### config.mk
export PLATFORM = sky130hd
export DESIGN_NAME = input_process_spi
export DESIGN_NICKNAME = d
export VERILOG_FILES = /design/src/rtl/input_process_spi.sv
export SDC_FILE = /design/constraint.sdc
export NUM_CORES = 1
export LEC_CHECK = 0
export ABC_CLOCK_PERIOD_IN_PS = 5000
export BUFFER_PORTS_ARGS = -buffer_cell sky130_fd_sc_hd__buf_2
export CAP_MARGIN = 20
export CORE_ASPECT_RATIO = 0.6
export CORE_MARGIN = 4
export CORE_UTILIZATION = 46
export DETAILED_ROUTE_END_ITERATION = 12
export HOLD_SLACK_MARGIN = 0.08
export PLACE_DENSITY = 0.71
export SYNTH_ARGS = -nofsm -noshare
export SYNTH_HDL_FRONTEND = slang
export SYNTH_SLANG_ARGS = --single-unit
### constraint.sdc
create_clock -name CLK -period 5 [get_ports CLK]
set_input_delay 1.5 -clock CLK [delete_from_list [all_inputs] [get_ports CLK]]
set_output_delay 1.5 -clock CLK [all_outputs]
set_load 0.02 [all_outputs]
### src/rtl/input_process_spi.sv
// input_process_spi: receive-side SPI deserializer.
// Shifts in one bit per CLK (MSB first), frames 16-bit words on RX_LOAD,
// rejects short frames, and buffers accepted words in a first-word-fall-through
// FIFO read through a VALID/RD handshake. TX_STOP throttles the remote sender.
module input_process_spi #(
    parameter int DEPTH       = 8,
    parameter int AW          = 3,
    parameter int STOP_MARGIN = 2
) (
    input  logic          CLK,
    input  logic          RST,
    input  logic          RX_DATA,
    input  logic          RX_LOAD,
    output logic          TX_STOP,
    output logic [15:0]   DATA,
    output logic          VALID,
    input  logic          RD,
    output logic [AW:0]   USEDW,
    output logic          OVERFLOW,
    output logic [7:0]    ERR_CNT
);

    // Occupancy thresholds expressed at the width of USEDW.
    localparam logic [AW:0] FULL_LVL = (AW+1)'(DEPTH);
    localparam logic [AW:0] STOP_LVL = (AW+1)'(DEPTH - STOP_MARGIN);
    // A frame needs at least 16 bits; the counter reads 15 on the 16th bit.
    localparam logic [4:0]  MIN_GAP  = 5'd15;
    localparam logic [4:0]  GAP_MAX  = 5'd31;
    localparam logic [7:0]  ERR_MAX  = 8'd255;

    // Registered state.
    logic [14:0]   sr_q,        sr_d;
    logic [4:0]    gap_q,       gap_d;
    logic [AW-1:0] wr_ptr_q,    wr_ptr_d;
    logic [AW-1:0] rd_ptr_q,    rd_ptr_d;
    logic [AW:0]   usedw_q,     usedw_d;
    logic          valid_q,     valid_d;
    logic [15:0]   data_q,      data_d;
    logic          overflow_q,  overflow_d;
    logic [7:0]    err_cnt_q,   err_cnt_d;

    // Word storage.
    logic [15:0]   mem_q [DEPTH];

    // Per-cycle decode.
    logic [15:0]   word;
    logic          frame_ok;
    logic          accept;
    logic          short_frame;
    logic          full;
    logic          pop;
    logic          push;
    logic [AW-1:0] rd_next;
    logic [AW:0]   remain;

    // Next-state logic for the deserializer, frame checker and FIFO bookkeeping.
    always_comb begin
        // NOTE: every signal gets a default first so no path leaves it unassigned (no latch).
        word        = {sr_q, RX_DATA};
        frame_ok    = (gap_q >= MIN_GAP);
        accept      = RX_LOAD && frame_ok;
        short_frame = RX_LOAD && !frame_ok;
        full        = (usedw_q == FULL_LVL);
        pop         = RD && valid_q;
        // A full FIFO still takes the word when a pop frees a slot on the same edge.
        push        = accept && (!full || pop);

        sr_d        = {sr_q[13:0], RX_DATA};
        gap_d       = gap_q;
        wr_ptr_d    = wr_ptr_q;
        rd_ptr_d    = rd_ptr_q;
        usedw_d     = usedw_q + (AW+1)'(push) - (AW+1)'(pop);
        overflow_d  = overflow_q;
        err_cnt_d   = err_cnt_q;
        rd_next     = rd_ptr_q;
        remain      = usedw_q - (AW+1)'(pop);
        data_d      = data_q;

        // Gap counter: distance from the previous RX_LOAD (or reset).
        if (RX_LOAD) begin
            gap_d = '0;
        end else if (gap_q != GAP_MAX) begin
            gap_d = gap_q + 5'd1;
        end

        if (short_frame && err_cnt_q != ERR_MAX) begin
            err_cnt_d = err_cnt_q + 8'd1;
        end

        if (accept && !push) begin
            overflow_d = 1'b1;
        end

        if (push) begin
            wr_ptr_d = wr_ptr_q + AW'(1);
        end

        if (pop) begin
            rd_next  = rd_ptr_q + AW'(1);
            rd_ptr_d = rd_next;
        end

        valid_d = (usedw_d != '0);

        // Head register: the incoming word falls through when nothing older
        // survives this edge; otherwise the next stored entry is presented.
        // With nothing to present DATA keeps its last value.
        if (usedw_d != '0) begin
            if (remain == '0) begin
                data_d = word;
            end else begin
                data_d = mem_q[rd_next];
            end
        end
    end

    // State registers with synchronous active-high reset.
    always_ff @(posedge CLK) begin
        // NOTE: sequential state uses non-blocking assignments so all flops update together.
        if (RST) begin
            sr_q       <= '0;
            gap_q      <= '0;
            wr_ptr_q   <= '0;
            rd_ptr_q   <= '0;
            usedw_q    <= '0;
            valid_q    <= 1'b0;
            data_q     <= '0;
            overflow_q <= 1'b0;
            err_cnt_q  <= '0;
        end else begin
            sr_q       <= sr_d;
            gap_q      <= gap_d;
            wr_ptr_q   <= wr_ptr_d;
            rd_ptr_q   <= rd_ptr_d;
            usedw_q    <= usedw_d;
            valid_q    <= valid_d;
            data_q     <= data_d;
            overflow_q <= overflow_d;
            err_cnt_q  <= err_cnt_d;
        end
    end

    // FIFO storage write port.
    always_ff @(posedge CLK) begin
        // NOTE: the array is deliberately not reset; entries are read only after being written.
        if (push) begin
            mem_q[wr_ptr_q] <= word;
        end
    end

    assign DATA     = data_q;
    assign VALID    = valid_q;
    assign USEDW    = usedw_q;
    assign OVERFLOW = overflow_q;
    assign ERR_CNT  = err_cnt_q;
    assign TX_STOP  = (usedw_q >= STOP_LVL);

endmodule

==> flow_metrics.env <==
export IMPL_num_rows=37
export IMPL_period_share_pct=82.7
export IMPL_drt_iter0_markers=670
export IMPL_crit_type="in2reg"
export IMPL_root_buffer="clkbuf_16"
export IMPL_antenna_found_initial=0
export IMPL_cts_setup_buffers=0
export IMPL_area_growth_pct=11.5
export IMPL_gp_congestion=0.884
export IMPL_cts_buffers_inserted=17
export IMPL_synthArstFlopShare_pct=0
export IMPL_synth_ff_type="edfxtp_1"
export IMPL_max_cap_violations=0
export IMPL_yosys_area_top_type="edfxtp_1"
export IMPL_holdWs_ns=0.477
export IMPL_start_util_pct=47.5
export IMPL_pwr_share_seq_pct=39.0
export IMPL_rsz0062_at_grt="no"
export IMPL_syn_num_nets=674
export IMPL_p_int_mw=2.99
export IMPL_clkSinkCount=184
export IMPL_r2r_start="gap_q[0]"
export IMPL_period_minus_slack_ns=4.14
export IMPL_switching_share_pct=33.9
export IMPL_final_net_count=700
export IMPL_hold_violations=0
export IMPL_power_density_mw_per_mm2=491
export IMPL_hold_depth=2
export IMPL_synth_most_common_cell="edfxtp_1"
export IMPL_grt_overflow_total=0
export IMPL_p_sw_mw=1.53
export IMPL_clk_pin_slew_ns=0.07
export IMPL_timing_critical_path_fanout_max=47
export IMPL_core_area_mm2=0.0174
export IMPL_crit_path_end_kind="flop"
export IMPL_whs_endpoint="OVERFLOW"
export IMPL_antenna_left=0
export IMPL_hp_class="reg2reg"
export IMPL_start_kind="input pin"
export IMPL_place_detailed_hpwl_mm=12.7
export IMPL_setup_viol=0
export IMPL_pwr_share_clk_pct=30.7
export IMPL_grt_max_degree=48
export IMPL_required_ns=5.29
export IMPL_grt_pass1_vias=5303
export IMPL_wire_per_inst_um=21.5
export IMPL_r2r_cells=14
export IMPL_cts_tree="done"
export IMPL_grt_use_total_pct=19.6
export IMPL_clock_fmax_ghz=0.242
export IMPL_synth_edf_count=128
export IMPL_relSlewSlack_pct=26.0
export IMPL_drt_wl_total_mm=19.9
export IMPL_drc_errors=0
export IMPL_tightest_slew_ns=1.11
export IMPL_portBuffers=35
export IMPL_die_width_um=181
export IMPL_n_antenna_cell=0
export IMPL_pwr_share_comb_pct=30.4
export IMPL_htree_levels=4
export IMPL_clk_latency_ns=0.42
export IMPL_avgSynthCellArea_um2=12.6
export IMPL_hold_start="OVERFLOW"
export IMPL_ys_types=53
export IMPL_die_area_mm2=0.0203
export IMPL_p_leak_nw=3.19
export IMPL_holdBufCountCts=0
export IMPL_io_pin_count=36
export IMPL_ir_drop_mv=0.280
export IMPL_grt_pass1_wl_mm=30.8
export IMPL_viasPerCell=6.04
export IMPL_reg2reg_to="DATA[13]"
export IMPL_yosysTopAreaCellShare_pct=46.5
export IMPL_finalSetupTns_ns=0
export IMPL_die_y_um=112
export IMPL_layout_drive_gt1_share_pct=17.9
export IMPL_finClkSkew_ns=0.00999
export IMPL_clk_path_buf_depth=2
export IMPL_netlist_top_cells_count="edfxtp_1, nand3_1, nor2_1, dfxtp_1, o21ai_0"
export IMPL_synthCells=654
export IMPL_synth_area_mm2=0.00827
export IMPL_cts_resized=0
export IMPL_yosysSeqAreaShare_pct=60.0
export IMPL_first_pass_iters=5
export IMPL_vias=5603
export IMPL_yosysWarnings=0
export IMPL_synth_seq_cells=184
export IMPL_cp_data_arrival_time_ns=4.43
export IMPL_netlist_top_cells_area="edfxtp_1, dfxtp_1, mux4_2"
export IMPL_slew_viol_final=0
export IMPL_reg2reg_slack_ns=1.14
export IMPL_status="complete, no violations"
-- routing by layer --
layer	global-route usage, %	vias to the layer above	wire length, um
met5	0	-	0
met4	5.20	0	192
met3	5.62	15	2140
met2	29.2	284	8990
met1	28.6	2760	8570
li1	-	2544	-
-- kinds of logic after synthesis --
| group | Yosys count | synth area share [%] |
|---|---|---|
| buffers and inverters | 58 | 4.08 |
| adders and majority gates | 15 | 2.36 |
| DFF | 184 | 60.0 |
| AOI/OAI and AO/OA | 98 | 7.86 |
| and+or+nand+nor | 236 | 15.2 |
| xor gates and xnor gates | 15 | 1.81 |
| muxes | 48 | 8.68 |
-- layout make-up --
| cell class | count | area, um2 |
|---|---|---|
| clock inverter | 9 | 96.3 |
| timing repair buffer | 50 | 300 |
| multi-input combinational | 412 | 2980 |
| inverter | 15 | 56.3 |
| fill | 1447 | 8180 |
| clock buffer | 23 | 533 |
| tap | 234 | 293 |
| sequential | 184 | 4970 |
-- layout by cell type (no fill, tap or decap), types with 3 or more instances in the layout --
| cell | instances |
|---|---|
| a211oi_1 | 14 |
| a21oi_1 | 6 |
| a221oi_1 | 6 |
| a22o_1 | 6 |
| buf_2 | 35 |
| buf_4 | 14 |
| clkbuf_16 | 21 |
| dfxtp_1 | 55 |
| edfxtp_1 | 128 |
| ha_1 | 14 |
| inv_1 | 15 |
| inv_6 | 3 |
| mux2i_1 | 29 |
| mux4_2 | 19 |
| nand2_1 | 11 |
| nand2b_1 | 4 |
| nand3_1 | 66 |
| nand3_2 | 7 |
| nand4_1 | 4 |
| nor2_1 | 58 |
| nor2b_1 | 18 |
| nor3_1 | 23 |
| nor3_2 | 3 |
| nor4_1 | 27 |
| nor4_2 | 3 |
| o21ai_0 | 50 |
| xnor2_1 | 12 |
-- registers in the layout, indices dropped and copies added (netlist names) --
signal    flops
wr_ptr_q      3
sr_q         15
DATA         16
gap_q         5
ERR_CNT       8
USEDW         4
rd_ptr_q      3
OVERFLOW      1
VALID         1
mem_q       128
-- critical path, cell delays in order --
cell       delay, ns
buf_2           0.16
a21boi_1        0.42
nand2_1         0.17
o21ai_0         0.21
ha_1            0.24
fa_1            0.46
nor3_2          0.30
o21a_1          0.22
buf_12          0.23
nor2_1          0.09
a2111oi_1       0.42
-- worst max-delay path by stage --
| stage | to | start | slack (ns) |
|---|---|---|---|
| finish | DATA[13] | RX_LOAD | 0.86 |
| global placement | DATA[12] | RX_LOAD | 0.67 |
| floorplan | DATA[10] | RD | 0.93 |
| detailed placement | DATA[13] | RX_LOAD | 0.49 |
| global route | DATA[13] | RX_LOAD | 0.61 |
| CTS | DATA[13] | RX_LOAD | 0.90 |
-- through the flow --
stage               cell area (um2)  std cells  setup slack, ns  util [%]  total power, mW
global placement               8600        895            0.667      49.4             3.10
CTS                            9230        927            0.898      53.0             4.52
detailed placement             8600        895            0.485      49.4             3.15
finish                         9230        927            0.863      53.0             4.53
global route                   9230        927            0.611      53.0             4.73
floorplan                      8270        654            0.932         -             2.83
-- power by group through the flow --
stage | clock network [mW] | logic (mW) | registers [mW]
after floorplan | 0 | 0.976 | 1.85
after global placement | 0 | 1.31 | 1.79
after detailed placement | 0 | 1.35 | 1.80
after CTS | 1.40 | 1.36 | 1.76
after global routing | 1.48 | 1.48 | 1.77
final | 1.39 | 1.38 | 1.76
No activity file was read; power rests on OpenSTA's default activity.
